`config.mk`:
```
export PLATFORM = sky130hd
export DESIGN_NAME = pipeline_hazard_ctrl
export DESIGN_NICKNAME = d
export VERILOG_FILES = /design/src/rtl/pipeline_hazard_ctrl.sv
export SDC_FILE = /design/constraint.sdc
export NUM_CORES = 1
export LEC_CHECK = 0
export CAP_MARGIN = 30
export CELL_PAD_IN_SITES_DETAIL_PLACEMENT = 1
export CELL_PAD_IN_SITES_GLOBAL_PLACEMENT = 1
export CORE_MARGIN = 2
export CORE_UTILIZATION = 31
export DETAILED_ROUTE_END_ITERATION = 8
export PLACE_DENSITY = 0.79
export SYNTH_ARGS = -nofsm -noshare
export SYNTH_HDL_FRONTEND = slang
export SYNTH_SLANG_ARGS = --single-unit
```
`constraint.sdc`:
```
create_clock -name clk -period 2.9 [get_ports clk]
set_clock_uncertainty 0.1 [all_clocks]
set_input_delay 0.58 -clock clk [delete_from_list [all_inputs] [get_ports clk]]
set_output_delay 0.58 -clock clk [all_outputs]
set_load 0.03 [all_outputs]
```
`src/rtl/pipeline_hazard_ctrl.sv`:
```
// Unified hazard controller: load-use stalls, branch flushes, EX forwarding,
// multi-cycle execute sequencing and saturating stall/flush counters.
module pipeline_hazard_ctrl #(
  parameter int REG_AW = 5,
  parameter int MC_LAT = 4,
  parameter int CNT_W  = 16
) (
  input  logic              clk,
  input  logic              rst,
  input  logic [REG_AW-1:0] Rs1_D,
  input  logic [REG_AW-1:0] Rs2_D,
  input  logic              UseRs1_D,
  input  logic              UseRs2_D,
  input  logic [REG_AW-1:0] Rs1_E,
  input  logic [REG_AW-1:0] Rs2_E,
  input  logic [REG_AW-1:0] RD_E,
  input  logic              MemReadE,
  input  logic              McOpE,
  input  logic              PCSrcE,
  input  logic [REG_AW-1:0] RD_M,
  input  logic              RegWriteM,
  input  logic [REG_AW-1:0] RD_W,
  input  logic              RegWriteW,
  input  logic              CntClr,
  output logic              StallF,
  output logic              StallD,
  output logic              StallE,
  output logic              FlushD,
  output logic              FlushE,
  output logic              BubbleM,
  output logic [1:0]        ForwardAE,
  output logic [1:0]        ForwardBE,
  output logic              McBusy,
  output logic              McFirst,
  output logic [CNT_W-1:0]  StallCnt,
  output logic [CNT_W-1:0]  FlushCnt
);

  localparam int MCW = $clog2(MC_LAT) + 1;
  localparam logic [MCW-1:0] MC_LAST = MCW'(MC_LAT - 1);

  logic [MCW-1:0] mcCnt;
  logic           mcStall;
  logic           loadUse;

  assign mcStall = McOpE && (mcCnt != MC_LAST);
  assign McBusy  = (mcCnt != '0);
  assign McFirst = McOpE && (mcCnt == '0);

  // The release cycle wraps the count to 0 so a back-to-back op restarts cleanly.
  always_ff @(posedge clk) begin
    if (rst || !McOpE || (mcCnt == MC_LAST)) mcCnt <= '0;
    else                                     mcCnt <= mcCnt + MCW'(1);
  end

  assign loadUse = MemReadE && (RD_E != '0) &&
                   ((UseRs1_D && (Rs1_D == RD_E)) || (UseRs2_D && (Rs2_D == RD_E)));

  always_comb begin
    StallF  = 1'b0;
    StallD  = 1'b0;
    StallE  = 1'b0;
    FlushD  = 1'b0;
    FlushE  = 1'b0;
    BubbleM = 1'b0;
    if (rst) begin
      StallF = 1'b0;
    end else if (mcStall) begin
      StallF  = 1'b1;
      StallD  = 1'b1;
      StallE  = 1'b1;
      BubbleM = 1'b1;
    end else if (PCSrcE) begin
      FlushD = 1'b1;
      FlushE = 1'b1;
    end else if (loadUse) begin
      StallF = 1'b1;
      StallD = 1'b1;
      FlushE = 1'b1;
    end
  end

  always_comb begin
    ForwardAE = 2'b00;
    if (RegWriteM && (RD_M != '0) && (RD_M == Rs1_E))      ForwardAE = 2'b10;
    else if (RegWriteW && (RD_W != '0) && (RD_W == Rs1_E)) ForwardAE = 2'b01;
  end

  always_comb begin
    ForwardBE = 2'b00;
    if (RegWriteM && (RD_M != '0) && (RD_M == Rs2_E))      ForwardBE = 2'b10;
    else if (RegWriteW && (RD_W != '0) && (RD_W == Rs2_E)) ForwardBE = 2'b01;
  end

  always_ff @(posedge clk) begin
    if (rst || CntClr) begin
      StallCnt <= '0;
      FlushCnt <= '0;
    end else begin
      if (StallF && (StallCnt != '1)) StallCnt <= StallCnt + CNT_W'(1);
      if (FlushD && (FlushCnt != '1)) FlushCnt <= FlushCnt + CNT_W'(1);
    end
  end

endmodule

```
Word level (Yosys, flattened, before mapping)

Cells that the tools add are included.
Widths: inputs -> output; s select.

Flip-flop bits (word level): 35
Bits of input ports: 45
Output and inout port bits: 44

Add/sub/neg operators: 3
Equality and inequality tests: 10
Mux-type cells: 16
Reduce and logical (&&, ||, !) cells: 24

Operator list:

| operator              | number |
|---|---|
| $add 16x1->16 const B | 2 |
| $ne 16x16->1 const B  | 2 |
| $eq 5x5->1            | 6 |
| $reduce_bool 5->1     | 3 |
| $logic_and 1x1->1     | 14 |
| $mux 1                | 14 |
| $logic_or 1x1->1      | 4 |
| $mux 2                | 2 |
| $add 3x1->3 const B   | 1 |
| $eq 3x2->1 const B    | 1 |
| $logic_not 3->1       | 1 |
| $ne 3x2->1 const B    | 1 |
| $reduce_bool 3->1     | 1 |
| $logic_not 1->1       | 1 |

Logic depth before layout (Yosys ltp)

Gate-level depths: netlist (run 1).

Word-level depth: 9
Gate-level depth with buffers: 9
Gate-level depth less buffers: 8

Worst setup path after synthesis (run 1)

No wires, ideal clock.

Path kind: input to output
From: input port RD_M[1]
To: output port ForwardAE[0]
Arrival: 2,517 ps
Setup slack: -297 ps
Stages: 4
Path through: or4_1 o21ai_0 nor4_1 nor4_1

Cells in the longest elaborated chain, start to end: 4

RTL lines:

| what                | line | source |
|---|---|---|
| from (decl)         | 20   | `input logic [REG_AW-1:0] RD_M,` |
| $reduce_bool 5->1   | 85   | `if (RegWriteM && (RD_M != '0) && (RD_M == Rs1_E)) ForwardAE = 2'b10;` |
| $logic_and 1x1->1   | 85   |  |
| $logic_and 1x1->1 * | 85   |  |
| $mux 2 *            | 85   |  |
| to (decl)           | 31   | `output logic [1:0] ForwardAE,` |

Every way passes the cells marked *; elsewhere a longest branch is shown, timed or not.

Worst setup path in the final report (run 1)

From: input port RD_M[2]
To: output port ForwardBE[1]

Cells in the longest elaborated chain, start to end: 4

RTL lines:

| what                | line | source |
|---|---|---|
| $reduce_bool 5->1   | 91   | `if (RegWriteM && (RD_M != '0) && (RD_M == Rs2_E)) ForwardBE = 2'b10;` |
| $logic_and 1x1->1   | 91   |  |
| $logic_and 1x1->1 * | 91   |  |
| $mux 2 *            | 91   |  |
| to (decl)           | 32   | `output logic [1:0] ForwardBE,` |

Marked as above.

==> results of run 1 <==
timing repair:
item	CTS	global route
endpoints found under the setup margin	4	5
gates resized for setup	3	14
pin swaps	2	7
setup buffers	0	1
final timing paths:
path / start / end / slack (ps)
setup / recovery: RD_M[2] / ForwardBE[1] / -130
hold / removal: mcCnt[0] / mcCnt[0] / 370
setup reg to reg: mcCnt[0] / StallCnt[9] / 560
hold reg to reg: mcCnt[0] / mcCnt[0] / 370
metal layers:
metal,vias to the layer above,track usage,wire [um]
li1,1123,-,-
met1,1080,0.223,3100
met2,52,0.319,3340
met5,-,0,0
met3,8,0.0311,283
met4,0,0.0503,89
final cells by class:
class / count / area [um2]
clock inverter: 3 / 15.0
inverter: 10 / 37.5
tap: 96 / 120
sequential: 35 / 701
multi-input combinational: 202 / 1420
timing repair buffer: 105 / 1020
clock buffer: 5 / 68.8
fill: 811 / 3410
sequential cells by signal, indices dropped and copies added, names as in the netlist:
name and cells:
FlushCnt 16, mcCnt 3, StallCnt 16
power by group through the flow:
stage / clock (mW) / combinational (mW) / sequential, mW
floorplan: 0 / 0.0912 / 0.498
global placement: 0 / 0.210 / 0.496
detailed placement: 0 / 0.216 / 0.496
CTS: 0.358 / 0.217 / 0.485
global route: 0.378 / 0.236 / 0.485
finish: 0.344 / 0.219 / 0.485
through the flow:
step           power (mW)   util
2_1_floorplan       0.589      -
3_3_place_gp        0.706  0.477
3_5_place_dp        0.712  0.477
4_1_cts              1.06  0.490
5_1_grt              1.10  0.498
6_report             1.05  0.498
cells by family (layout without fill, tap and decap cells):
family,after synthesis,count (layout),share of synthesized area
buffers and inverters,18,123,0.0431
and+or+nand+nor,109,109,0.281
xor gates and xnor gates,44,44,0.177
AOI/OAI and AO/OA,42,42,0.139
DFF,35,35,0.322
adders and majority gates,5,5,0.0287
muxes,2,2,0.00920
cell usage in the layout, fill, tap and decap left out, types with 2 or more instances in the layout:
cell / synthesis / layout
clkdlybuf4s50_1: 0 / 68
dfxtp_1: 35 / 35
buf_4: 3 / 24
xor2_1: 22 / 22
nor2_1: 22 / 22
xnor2_1: 22 / 21
nand2_1: 19 / 19
a21oi_1: 13 / 13
nand4_1: 12 / 12
nand3_1: 11 / 11
inv_1: 10 / 10
dlymetal6s2s_1: 0 / 9
or4_1: 9 / 8
o21ai_0: 7 / 6
and4_1: 6 / 6
or3_1: 6 / 6
nor4_1: 8 / 5
o31ai_1: 5 / 5
o21a_1: 5 / 5
ha_1: 5 / 5
clkbuf_8: 0 / 5
and3_1: 4 / 4
o31a_1: 4 / 4
nor4_2: 0 / 3
nor3_1: 3 / 3
and2_1: 3 / 3
clkinv_2: 0 / 3
o21ai_1: 2 / 2
mux2i_1: 2 / 2
buf_6: 2 / 2
critical path, delay by kind of cell:
| family | cells | cell delay [ps] |
|---|---|---|
| buffers and inverters | 4 | 960 |
| xor gates and xnor gates | 1 | 150 |
| and+or+nand+nor | 2 | 650 |
==> results.yml, run 1 <==
power_and_ir_drop:
  peakVddDrop_uv: 145
  p_leak_nw: 1.28
  p_clk_frac: 0.328
  p_int_mw: 0.764
  p_seq_frac: 0.463
  p_comb_frac: 0.209
  p_sw_mw: 0.284
  power_density_nw_per_um2: 310
  swShare: 0.271
logic_synthesis:
  syn_avg_cell_area_um2: 8.54
  synth_top_area_cell: "dfxtp_1"
  synth_cell_types: 38
  synthTopCellsByCount: "dfxtp_1, nor2_1, xnor2_1, xor2_1, nand2_1"
  syn_nets: 305
  ys_seq_area_frac: 0.322
  synth_top_area_frac: 0.322
  async_flop_share: 0
  yosys_warnings: 0
  synthCells: 255
  synth-edff-count: 0
  yosysMostFrequentCell: "dfxtp_1"
  ys_ff_latch: 35
  synthFlopType: "dfxtp_1"
  synth.area.top_cells: "dfxtp_1, xnor2_1, xor2_1, nor2_1, nand4_1"
  synth_area_um2: 2180
clocking:
  holdBufCountCts: 0
  clockBufferDepth: 2
  cts_made_buffers: 5
  worstSkewPairLatency_ps: 290
  cts.sinks: 35
  cts_tree: "built"
  cts-root-buf: "clkbuf_8"
  clkTransAtPathRegs_ps: 70
  htree_levels: 2
job:
  cap_violations: 0
sta:
  max_freq_ghz: 0.330
  hold_viol_final: 0
  rsz0062_at_grt: "yes"
  setup_tns_ps: -256
  setup_slack_ps: -129
  fin_crit_sh: 1.04
  worstMarginPinSlew_ps: 595
  period_minus_slack_ps: 3030
  hold-worst-slack_ps: 365
  setup_viol: 3
  slew_headroom: 0.600
  slew_viol_final: 0
grt:
  grt_max_degree: 29
  antenna_found_initial: 0
  grt_util_all_layers: 0.180
  grt_pass1_wl_mm: 11.0
  overflow: 0
  grt_pass1_vias: 2288
critical_path:
  cp-start-kind: "input port"
  crit_fanout: 2
  crit_required_ps: 2220
  crit_chain: "clkdlybuf4s50_1 > buf_4 > xnor2_1 > nand3_1 > nor4_1 > buf_4 > buf_4"
  arrival_ps: 2350
  cpMostUsedCell: "buf_4"
  crit_type: "in -> out"
  slowest_stage: "nor4_1"
  slowest_delay_ps: 550
  reg2reg_depth: 9
  worstSetupEndpointType: "output pin"
floorplanning:
  num_io_pins: 89
  initial_core_util: 0.320
  core-area_um2: 6790
  die_x_um: 87.8
  row_count: 30
  fp.dieH_um: 87.8
  dieArea_um2: 7710
routing:
  antenna_left: 0
  wl_per_cell_um: 14.9
  drt_iter0_drc: 48
  num_vias: 2263
  routed_wl_mm: 6.81
  drt_first_pass_iters: 4
  viasPerCell: 4.96
  drc: 0
status:
  status: "complete, but fails checks"
  violations: "negative setup slack"
placed_design:
  globalplace.congestion: 0.848
  place_area_um2: 3240
  pre_cts_ws_ps: -152
  dp_hpwl_mm: 5.37
  numPortBuffers: 88
  dp.cells: 447
min_path:
  hp-class: "reg -> reg"
  hold_depth: 1
layout:
  area_growth_syn_to_layout_pct: 55.4
  fin_nets: 409
  fin_area_um2: 3380
  antenna_cells: 0
  layout-drive-gt1-share: 0.136
  layout.cells.non_filler: 456
No activity file was read; power rests on OpenSTA's default activity.
==> inputs of run 2 (changes only) <==
--- a/config.mk
+++ b/config.mk
@@ -11,6 +11,7 @@
 export CORE_MARGIN = 2
 export CORE_UTILIZATION = 31
 export DETAILED_ROUTE_END_ITERATION = 8
+export HOLD_SLACK_MARGIN = 0.03
 export PLACE_DENSITY = 0.79
 export SYNTH_ARGS = -nofsm -noshare
 export SYNTH_HDL_FRONTEND = slang
==> results of run 2 <==
Same layout as run 1: the final DEF is identical, and so are final timing and power.
==> inputs of run 3 (changes only) <==
--- a/config.mk
+++ b/config.mk
@@ -5,11 +5,12 @@
 export SDC_FILE = /design/constraint.sdc
 export NUM_CORES = 1
 export LEC_CHECK = 0
+export ABC_AREA = 1
 export CAP_MARGIN = 30
 export CELL_PAD_IN_SITES_DETAIL_PLACEMENT = 1
 export CELL_PAD_IN_SITES_GLOBAL_PLACEMENT = 1
 export CORE_MARGIN = 2
-export CORE_UTILIZATION = 31
+export CORE_UTILIZATION = 30
 export DETAILED_ROUTE_END_ITERATION = 8
 export HOLD_SLACK_MARGIN = 0.03
 export PLACE_DENSITY = 0.79
==> results.yml, run 3 <==
layout:
  reg.largest.list: "FlushCnt (16), StallCnt (16), mcCnt (3)"
  antenna_cells: 0
  mostFrequentLayoutCells: "nand2_1, clkdlybuf4s50_1, nor2_1"
  fin_area_um2: 3580
  layout-drive-gt1-share: 0.0996
  fin_nets: 521
  mostFrequentLayoutCell: "nand2_1"
  area_growth_syn_to_layout_pct: 48.1
critical_path:
  cpMostUsedCell: "buf_4"
  arrival_ps: 2180
  crit_required_ps: 2220
  worstSetupEndpointType: "output pin"
  cp-start-kind: "input port"
  slowest_delay_ps: 480
  reg2reg_depth: 10
  crit_type: "in -> out"
  crit_chain: "clkdlybuf4s50_1 > or2_2 > o41ai_2 > nor4_1 > buf_4 > nor2_1 > buf_4"
  crit_fanout: 3
  slowest_stage: "clkdlybuf4s50_1"
logic_synthesis:
  synth_cell_types: 32
  synthAdderAreaFrac: 0.0259
  synth-edff-count: 0
  yosys.area_share.simple: 0.368
  synth_xor_xnor_area_share: 0.123
  synth_top_area_frac: 0.290
  syn_nets: 420
  ys_ff_latch: 35
  async_flop_share: 0
  synthFlopType: "dfxtp_1"
  synthTopCellsByCount: "nand2_1, nor2_1, inv_1"
  synthCells: 370
  ys_seq_area_frac: 0.290
  yosys_warnings: 0
  synth_area_um2: 2410
  synth.area.top_cells: "dfxtp_1, nand2_1, nor2_1, xor2_1, inv_1"
  synth_top_area_cell: "dfxtp_1"
  yosysMostFrequentCell: "nand2_1"
  syn_avg_cell_area_um2: 6.53
  synth_top_family_by_area: "simple AND/OR/NAND/NOR gates"
  synth-compound-area-share: 0.0959
  synthMuxAreaShare: 0
floorplanning:
  num_io_pins: 89
  initial_core_util: 0.311
  dieArea_um2: 8780
  die_x_um: 93.7
  core-area_um2: 7770
  fp.dieH_um: 93.7
  row_count: 32
placed_design:
  numPortBuffers: 88
  globalplace.congestion: 0.778
  dp_hpwl_mm: 6.18
  place_area_um2: 3450
routing:
  num_vias: 2745
  wl_per_cell_um: 13.9
  antenna_left: 0
  drt_iter0_drc: 88
  drc: 0
  drt_first_pass_iters: 6
  viasPerCell: 4.78
  routed_wl_mm: 7.96
sta:
  hold_viol_final: 0
  period_minus_slack_ps: 2860
  rsz0062_at_grt: "yes"
  worstMarginPinSlew_ps: 395
  slew_headroom: 0.734
  setup_tns_ps: 0
  setup_viol: 0
  slew_viol_final: 0
  max_freq_ghz: 0.350
  fin_crit_sh: 0.985
clocking:
  cts.sinks: 35
  clockBufferDepth: 2
  cts_made_buffers: 5
  holdBufCountCts: 0
  cts-root-buf: "clkbuf_8"
  htree_levels: 2
  cts_tree: "built"
  clkTransAtPathRegs_ps: 70
  worstSkewPairLatency_ps: 290
  cts_setup_buffers: 0
grt:
  grt_util_all_layers: 0.189
  use_met2: 0.334
  grt_pass1_wl_mm: 13.3
  grtUsageMet3: 0.0409
  grt_use_met1: 0.228
  grt_max_degree: 20
  overflow: 0
  busiest_layer: "met2"
  antenna_found_initial: 0
  grt_pass1_vias: 2811
min_path:
  hp-class: "reg -> reg"
  hold_depth: 1
status:
  status: "finished, final reports clean"
power_and_ir_drop:
  peakVddDrop_uv: 177
  power_density_nw_per_um2: 329
  power_mw: 1.18
  p_leak_nw: 1.37
job:
  cap_violations: 0
==> run 3: cell count changes in the layout (fill, tap and decap cells not counted), sizes merged, moves of 10 or more <==
cell,previous run,this run
a21oi,14,28
nand3,11,32
clkdlybuf4s50,68,78
nor2,22,49
nand2,19,89
inv,10,46
==> run 3: layer usage <==
layer  up-vias  share of wire
met3        11          0.046
met5         -              0
met1      1289           0.44
met2        64           0.49
li1       1381              -
met4         0          0.019
==> run 3: cells by family after synthesis <==
group,after synthesis
adders and majority gates,5
buffers and inverters,56
and+or+nand+nor,197
AOI/OAI and AO/OA,43
xor gates and xnor gates,34
DFF,35
==> run 3: stage by stage <==
stage,util,worst slack (ps),cells,hold WS [ps]
2_1_floorplan,-,5.80,370,317
3_3_place_gp,0.445,-212,566,330
3_5_place_dp,0.445,-296,566,336
4_1_cts,0.461,3.19,574,359
5_1_grt,0.461,-2.79,574,393
6_report,0.461,43.9,574,353
==> run 3: layout make-up <==
class / instances / area (um2)
inverter: 48 / 180
fill: 1029 / 4190
sequential: 35 / 701
tap: 102 / 128
multi-input combinational: 279 / 1500
clock buffer: 6 / 82.6
timing repair buffer: 102 / 956
clock inverter: 2 / 35.0
==> run 3: what timing repair did <==
action                     CTS  global route
pin swaps                    0             0
resized for setup            4             6
hold endpoints to repair     0             0
setup endpoints to repair    3             3
==> run 3: critical path: cells and delay by family <==
| kind | cells | cell delay [ps] |
|---|---|---|
| simple gates | 3 | 510 |
| buf+inv | 3 | 790 |
| compound gates | 1 | 280 |
==> run 3: worst paths after layout <==
kind                                from  slack, ps            to
worst min-delay path            mcCnt[0]        350      mcCnt[0]
worst min register to register  mcCnt[0]        350      mcCnt[0]
worst max register to register  mcCnt[0]        620   StallCnt[3]
worst max-delay path             RD_M[1]         40  ForwardAE[0]
==> run 3: power by group <==
group	switching (mW)	internal, mW	total, mW
clock	0.192	0.278	0.470
sequential	0.00310	0.483	0.486
combinational	0.110	0.111	0.221
